File: src/rtl/hack_cpu_seq_if.sv
// Hack CPU sequencer bus: instruction fetch, data memory, ALU drive/result and debug taps.
`timescale 1ns/1ps
interface hack_cpu_seq_if #(
  parameter int PC_W    = 15,
  parameter int DADDR_W = 15
);
  logic               imem_req;
  logic [PC_W-1:0]    imem_addr;
  logic               imem_ack;
  logic [15:0]        imem_rdata;

  logic               dmem_req;
  logic               dmem_we;
  logic [DADDR_W-1:0] dmem_addr;
  logic [15:0]        dmem_wdata;
  logic               dmem_ack;
  logic [15:0]        dmem_rdata;

  logic [15:0]        alu_x;
  logic [15:0]        alu_y;
  logic               alu_zx;
  logic               alu_nx;
  logic               alu_zy;
  logic               alu_ny;
  logic               alu_f;
  logic               alu_no;
  logic [15:0]        alu_out;
  logic               alu_zr;
  logic               alu_ng;

  logic [PC_W-1:0]    pc;
  logic [15:0]        a_reg;
  logic [15:0]        d_reg;

  modport master (
    output imem_req, imem_addr,
    input  imem_ack, imem_rdata,
    output dmem_req, dmem_we, dmem_addr, dmem_wdata,
    input  dmem_ack, dmem_rdata,
    output alu_x, alu_y, alu_zx, alu_nx, alu_zy, alu_ny, alu_f, alu_no,
    input  alu_out, alu_zr, alu_ng,
    output pc, a_reg, d_reg
  );

  modport slave (
    input  imem_req, imem_addr,
    output imem_ack, imem_rdata,
    input  dmem_req, dmem_we, dmem_addr, dmem_wdata,
    output dmem_ack, dmem_rdata,
    input  alu_x, alu_y, alu_zx, alu_nx, alu_zy, alu_ny, alu_f, alu_no,
    output alu_out, alu_zr, alu_ng,
    input  pc, a_reg, d_reg
  );
endinterface

File: src/rtl/hack_cpu_seq.sv
// Multi-cycle Hack CPU sequencer: A-instr 2 cycles, C-instr 4 (+1 M read, +1 M write) with 0-wait memories.
// Requests hold until ack; each memory wait state stretches the current state by one cycle.
`timescale 1ns/1ps
module hack_cpu_seq #(
  parameter int PC_W    = 15,
  parameter int DADDR_W = 15
) (
  input  logic          clk,
  input  logic          rst,
  hack_cpu_seq_if.master bus
);

  typedef enum logic [2:0] {
    S_FETCH,
    S_DECODE,
    S_MEMRD,
    S_EXEC,
    S_MEMWR,
    S_WB
  } state_t;

  state_t          state_q;
  logic [PC_W-1:0] pc_q;
  logic [15:0]     a_q;
  logic [15:0]     d_q;
  logic [15:0]     m_q;
  logic [15:0]     instr_q;
  logic [15:0]     res_q;
  logic            zr_q;
  logic            ng_q;
  logic            dmem_req_q;
  logic            dmem_we_q;

  logic [PC_W-1:0] pc_inc_d;
  logic [PC_W-1:0] pc_wb_d;
  logic            jump_taken_d;

  assign pc_inc_d     = pc_q + PC_W'(1);
  assign jump_taken_d = (instr_q[2] & ng_q)
                      | (instr_q[1] & zr_q)
                      | (instr_q[0] & ~zr_q & ~ng_q);
  // a_q still holds the pre-instruction A here, which is the Hack jump target.
  assign pc_wb_d      = jump_taken_d ? a_q[PC_W-1:0] : pc_inc_d;

  // Fetch request is a state decode; rst gates it so the very first cycle after release can fetch.
  assign bus.imem_req   = (state_q == S_FETCH) && !rst;
  assign bus.imem_addr  = pc_q;

  assign bus.dmem_req   = dmem_req_q;
  assign bus.dmem_we    = dmem_we_q;
  assign bus.dmem_addr  = a_q[DADDR_W-1:0];
  assign bus.dmem_wdata = res_q;

  assign bus.alu_x  = d_q;
  assign bus.alu_y  = instr_q[12] ? m_q : a_q;
  assign {bus.alu_zx, bus.alu_nx, bus.alu_zy, bus.alu_ny, bus.alu_f, bus.alu_no} = instr_q[11:6];

  assign bus.pc    = pc_q;
  assign bus.a_reg = a_q;
  assign bus.d_reg = d_q;

  always_ff @(posedge clk or posedge rst) begin
    if (rst) begin
      state_q    <= S_FETCH;
      pc_q       <= '0;
      a_q        <= '0;
      d_q        <= '0;
      m_q        <= '0;
      instr_q    <= '0;
      res_q      <= '0;
      zr_q       <= 1'b0;
      ng_q       <= 1'b0;
      dmem_req_q <= 1'b0;
      dmem_we_q  <= 1'b0;
    end else begin
      case (state_q)
        S_FETCH: begin
          if (bus.imem_ack) begin
            instr_q <= bus.imem_rdata;
            state_q <= S_DECODE;
          end
        end

        S_DECODE: begin
          if (!instr_q[15]) begin
            a_q     <= instr_q;
            pc_q    <= pc_inc_d;
            state_q <= S_FETCH;
          end else if (instr_q[12]) begin
            dmem_req_q <= 1'b1;
            dmem_we_q  <= 1'b0;
            state_q    <= S_MEMRD;
          end else begin
            state_q <= S_EXEC;
          end
        end

        S_MEMRD: begin
          if (dmem_req_q && bus.dmem_ack) begin
            m_q        <= bus.dmem_rdata;
            dmem_req_q <= 1'b0;
            state_q    <= S_EXEC;
          end
        end

        S_EXEC: begin
          res_q <= bus.alu_out;
          zr_q  <= bus.alu_zr;
          ng_q  <= bus.alu_ng;
          if (instr_q[3]) begin
            dmem_req_q <= 1'b1;
            dmem_we_q  <= 1'b1;
            state_q    <= S_MEMWR;
          end else begin
            state_q <= S_WB;
          end
        end

        S_MEMWR: begin
          if (dmem_req_q && bus.dmem_ack) begin
            dmem_req_q <= 1'b0;
            dmem_we_q  <= 1'b0;
            state_q    <= S_WB;
          end
        end

        S_WB: begin
          if (instr_q[5]) a_q <= res_q;
          if (instr_q[4]) d_q <= res_q;
          pc_q    <= pc_wb_d;
          state_q <= S_FETCH;
        end

        default: begin
          dmem_req_q <= 1'b0;
          dmem_we_q  <= 1'b0;
          state_q    <= S_FETCH;
        end
      endcase
    end
  end

endmodule

File: src/flat_wrapper.sv
// flat-port wrapper written by rule: the top's interface ports become plain ports
module hack_cpu_seq_flat 
#(
  parameter int PC_W    = 15,
  parameter int DADDR_W = 15
)
  (clk, rst, bus_imem_req, bus_imem_addr, bus_imem_ack, bus_imem_rdata, bus_dmem_req, bus_dmem_we, bus_dmem_addr, bus_dmem_wdata, bus_dmem_ack, bus_dmem_rdata, bus_alu_x, bus_alu_y, bus_alu_zx, bus_alu_nx, bus_alu_zy, bus_alu_ny, bus_alu_f, bus_alu_no, bus_alu_out, bus_alu_zr, bus_alu_ng, bus_pc, bus_a_reg, bus_d_reg);
  hack_cpu_seq_if #(.PC_W(PC_W), .DADDR_W(DADDR_W)) bus_i ();
  input  logic clk;
  input  logic rst;
  output wire logic [$bits(bus_i.imem_req)-1:0] bus_imem_req;
  output wire logic [$bits(bus_i.imem_addr)-1:0] bus_imem_addr;
  input wire logic [$bits(bus_i.imem_ack)-1:0] bus_imem_ack;
  input wire logic [$bits(bus_i.imem_rdata)-1:0] bus_imem_rdata;
  output wire logic [$bits(bus_i.dmem_req)-1:0] bus_dmem_req;
  output wire logic [$bits(bus_i.dmem_we)-1:0] bus_dmem_we;
  output wire logic [$bits(bus_i.dmem_addr)-1:0] bus_dmem_addr;
  output wire logic [$bits(bus_i.dmem_wdata)-1:0] bus_dmem_wdata;
  input wire logic [$bits(bus_i.dmem_ack)-1:0] bus_dmem_ack;
  input wire logic [$bits(bus_i.dmem_rdata)-1:0] bus_dmem_rdata;
  output wire logic [$bits(bus_i.alu_x)-1:0] bus_alu_x;
  output wire logic [$bits(bus_i.alu_y)-1:0] bus_alu_y;
  output wire logic [$bits(bus_i.alu_zx)-1:0] bus_alu_zx;
  output wire logic [$bits(bus_i.alu_nx)-1:0] bus_alu_nx;
  output wire logic [$bits(bus_i.alu_zy)-1:0] bus_alu_zy;
  output wire logic [$bits(bus_i.alu_ny)-1:0] bus_alu_ny;
  output wire logic [$bits(bus_i.alu_f)-1:0] bus_alu_f;
  output wire logic [$bits(bus_i.alu_no)-1:0] bus_alu_no;
  input wire logic [$bits(bus_i.alu_out)-1:0] bus_alu_out;
  input wire logic [$bits(bus_i.alu_zr)-1:0] bus_alu_zr;
  input wire logic [$bits(bus_i.alu_ng)-1:0] bus_alu_ng;
  output wire logic [$bits(bus_i.pc)-1:0] bus_pc;
  output wire logic [$bits(bus_i.a_reg)-1:0] bus_a_reg;
  output wire logic [$bits(bus_i.d_reg)-1:0] bus_d_reg;
  assign bus_imem_req = bus_i.imem_req;
  assign bus_imem_addr = bus_i.imem_addr;
  assign bus_i.imem_ack = bus_imem_ack;
  assign bus_i.imem_rdata = bus_imem_rdata;
  assign bus_dmem_req = bus_i.dmem_req;
  assign bus_dmem_we = bus_i.dmem_we;
  assign bus_dmem_addr = bus_i.dmem_addr;
  assign bus_dmem_wdata = bus_i.dmem_wdata;
  assign bus_i.dmem_ack = bus_dmem_ack;
  assign bus_i.dmem_rdata = bus_dmem_rdata;
  assign bus_alu_x = bus_i.alu_x;
  assign bus_alu_y = bus_i.alu_y;
  assign bus_alu_zx = bus_i.alu_zx;
  assign bus_alu_nx = bus_i.alu_nx;
  assign bus_alu_zy = bus_i.alu_zy;
  assign bus_alu_ny = bus_i.alu_ny;
  assign bus_alu_f = bus_i.alu_f;
  assign bus_alu_no = bus_i.alu_no;
  assign bus_i.alu_out = bus_alu_out;
  assign bus_i.alu_zr = bus_alu_zr;
  assign bus_i.alu_ng = bus_alu_ng;
  assign bus_pc = bus_i.pc;
  assign bus_a_reg = bus_i.a_reg;
  assign bus_d_reg = bus_i.d_reg;
  hack_cpu_seq #(.PC_W(PC_W), .DADDR_W(DADDR_W)) u_core (.clk(clk), .rst(rst), .bus(bus_i));
endmodule
File: config.mk
export PLATFORM = sky130hd
export DESIGN_NAME = hack_cpu_seq_flat
export DESIGN_NICKNAME = d
export VERILOG_FILES = /design/src/rtl/hack_cpu_seq_if.sv /design/src/rtl/hack_cpu_seq.sv /design/src/flat_wrapper.sv
export SDC_FILE = /design/constraint.sdc
export NUM_CORES = 1
export LEC_CHECK = 0
export BUFFER_PORTS_ARGS = -buffer_cell sky130_fd_sc_hd__buf_4
export CELL_PAD_IN_SITES_DETAIL_PLACEMENT = 0
export CELL_PAD_IN_SITES_GLOBAL_PLACEMENT = 1
export CORE_AREA = 2 2 114 116
export CTS_BUF_LIST = sky130_fd_sc_hd__clkbuf_16
export DETAILED_ROUTE_END_ITERATION = 10
export DIE_AREA = 0 0 116 118
export GPL_ROUTABILITY_DRIVEN = 1
export PLACE_DENSITY = 0.92
export SLEW_MARGIN = 20
export SYNTH_ARGS = -nofsm -noshare
export SYNTH_HDL_FRONTEND = slang
export SYNTH_SLANG_ARGS = --single-unit
File: constraint.sdc
create_clock -name clk -period 6 [get_ports clk]
set_input_delay 1.2 -clock clk [delete_from_list [all_inputs] [get_ports clk]]
set_output_delay 1.2 -clock clk [all_outputs]
set_load 0.05 [all_outputs]
==> results.py <==
metrics = {
    "setup_path": {
        "crit_slowest_cell": "dfrtp_1",
        "worst_setup_path_startpoint": "u_core.instr_q[12]",
        "largest_delay_share_family_worst_path": "flip-flops",
        "critPathMaxStageDelay_ps": 990,
        "r2r_start": "u_core.state_q[1]",
        "worst-r2r-cell-count": 5,
        "critical_path.cell_chain": "mux2_2 -> buf_4",
        "crit_path_end_kind": "primary output",
        "worstSetupPathDepth": 2,
        "path_max_fanout": 22,
        "crit_path_start_kind": "flip-flop",
        "critPathRequiredTime_ps": 4800,
        "number_of_buffers_and_inverters_on_the_critical_path": 1,
        "worstSetupPathType": "reg2out",
        "worst_ep_arrival_time_ps": 1940,
    },
    "clock_network": {
        "root_buffer": "clkbuf_16",
        "clk_pin_slew_worst_paths_ps": 70,
        "postcts_setup_bufs": 0,
        "cts_inserted_buffers": 9,
        "clock_sinks": 102,
        "resize_count_post_cts": 0,
        "ctsLongestPathBuffers": 2,
        "clock_tree_from_tritoncts": "yes",
        "cts_max_level": 3,
        "clk-insertion-delay-late_ps": 340,
        "cts_hold_repair.buffers": 0,
    },
    "synth": {
        "yosysMostFrequentCell": "dfrtp_1",
        "synth_commonest_cells": "dfrtp_1, mux2_2, buf_4, nand2_1, o21ai_0",
        "synth_fp_nets": 492,
        "seq_total_area_yosys": 0.507,
        "synth_warnings": 0,
        "mappedNetlistArea_um2": 5030,
        "synthTopCellsByArea": "dfrtp_1, mux2_2, buf_4",
        "synth_cell_type_count": 48,
        "ys_async_sr_fraction": 1.00,
        "synth_top_family_by_area": "multiplexers",
        "synth_top_area_share": 0.507,
        "synthesis.area_per_instance_um2": 11.5,
        "synth_xor_area_frac": 0.00522,
        "post_synth_and_or_nand_nor_area_fraction": 0.0881,
        "synth-adder-area-share": 0.00249,
        "synth_edf_count": 0,
        "synth_ff_type": "dfrtp_1",
        "ys_ff_latch": 102,
        "synth_compound_area_frac": 0.0955,
        "netlist_instances": 437,
        "post_synth_mux_area_share": 0.205,
        "yosys.area.top_type": "dfrtp_1",
    },
    "global_route": {
        "grt_pass1_wl_um": 19900,
        "track_usage": 0.186,
        "grt_max_degree": 65,
        "first_global_vias": 3712,
        "overflow": 0,
        "antenna_found_initial": 0,
    },
    "floorplan": {
        "floorplan.initialDensity": 0.405,
        "num_io_pins": 188,
        "horizontal_die_dimension_um": 116,
        "row_count": 41,
        "design.core.area_um2": 12400,
        "die-height_um": 118,
        "die_area_um2": 13700,
    },
    "detailed_routing": {
        "routed-via-count": 3762,
        "routed_wl_um": 12800,
        "detail_route.iter0.violations": 206,
        "wl_per_cell_um": 17.1,
        "detail_route.drc_violations": 0,
        "drt.antenna.violating_nets": 0,
        "detail_route.first_pass.iterations": 5,
        "vias_per_cell": 5.03,
    },
    "sta": {
        "final-setup-viol-count": 0,
        "slew_viol_final": 0,
        "final_min_period_over_clock_period": 0.523,
        "worst-slew-pin-transition_ps": 1010,
        "setup_slack_ps": 2860,
        "worst_slew_margin_rel": 0.328,
        "fmax_mhz": 318,
        "hold_violations": 0,
        "fin_skew_ps": 6.90,
        "post-route-min-period_ps": 3140,
        "hold_slack_ps": 492,
        "finalSetupTns_ps": 0,
        "rsz_0062_raised_after_global_routing": "false",
    },
    "cells_and_area": {
        "syn_to_final_growth_pct": 30.3,
        "n_fill_cell": 1109,
        "n_antenna_cell": 0,
        "final_layout_size_suffix_gt1_frac": 0.521,
        "nets": 626,
    },
    "run": {
        "timing.max_cap.violations": 0,
    },
    "min_path": {
        "min_from": "u_core.m_q[4]",
        "holdCritPathClass": "reg2reg",
        "hold_path_depth": 1,
    },
    "placement": {
        "post-dp-hpwl_um": 9290,
        "numPortBuffers": 187,
        "dp_slack_ps": 3060,
        "finalWeightedCongestion": 0.799,
    },
    "outcome": {
        "status": "finished clean",
    },
}
-- worst reg2reg max path, delay by kind of cell, from the launching register on --
| kind | cells | cell delay, ps |
|---|---|---|
| and+or+nand+nor | 4 | 790 |
| AOI/OAI and AO/OA | 1 | 720 |
| DFF | 1 | 620 |
-- metrics by stage --
stage / utilization / area [µm²] / cells
after floorplan: - / 5030 / 437
after global placement: 0.500 / 6210 / 732
after detailed placement: 0.500 / 6210 / 732
after CTS: 0.528 / 6550 / 748
after global routing: 0.528 / 6550 / 748
final: 0.528 / 6550 / 748
-- cell type report --
| type | count | area, µm² | area share |
|---|---|---|---|
| Clock buffer | 9 | 225 | 0.0344 |
| Clock inverter | 7 | 120 | 0.0183 |
| Inverter | 5 | 21.3 | 0.00325 |
| Multi-Input combinational cell | 263 | 1990 | 0.304 |
| Sequential cell | 102 | 2550 | 0.390 |
| Tap cell | 172 | 215 | 0.0328 |
| Timing Repair Buffer | 190 | 1430 | 0.218 |
-- cell usage in the layout (no fill, tap or decap), types with 11 or more instances in the layout --
cell     synthesis  final
buf_4           50    190
dfrtp_1        102    102
mux2_2          76     76
nand2_1         36     36
o21ai_0         26     26
o21ai_1         16     16
a21oi_1         14     14
mux2i_1         14     14
nand3_1         12     12
nor2_1          11     11
-- metal layers --
layer / up-vias / wire length (µm) / global-route usage
met1: 1854 / 5630 / 0.255
met3: 11 / 838 / 0.0386
met5: - / 0 / 0
li1: 1759 / - / -
met4: 0 / 140 / 0.0499
met2: 138 / 6170 / 0.299
-- cells by family after synthesis --
family	after synthesis
simple gates	86
fa+ha+maj	1
flops	102
compound gates	80
buf+inv	72
mux	93
xor+xnor	3
-- path summary, 6_finish.rpt --
kind	end	slack (ps)
worst max-delay path	bus_alu_y[1]	2860
worst min-delay path	u_core.m_q[4]	490
worst max register to register	u_core.bus.imem_addr[9]	3800
worst min register to register	u_core.m_q[4]	490
max in group asynchronous	u_core.bus.a_reg[12]	3910
min in group asynchronous	u_core.bus.alu_x[13]	1020
Power is not shown: default switching activity piles up to over one toggle a cycle in this logic, so the estimate is an artifact.
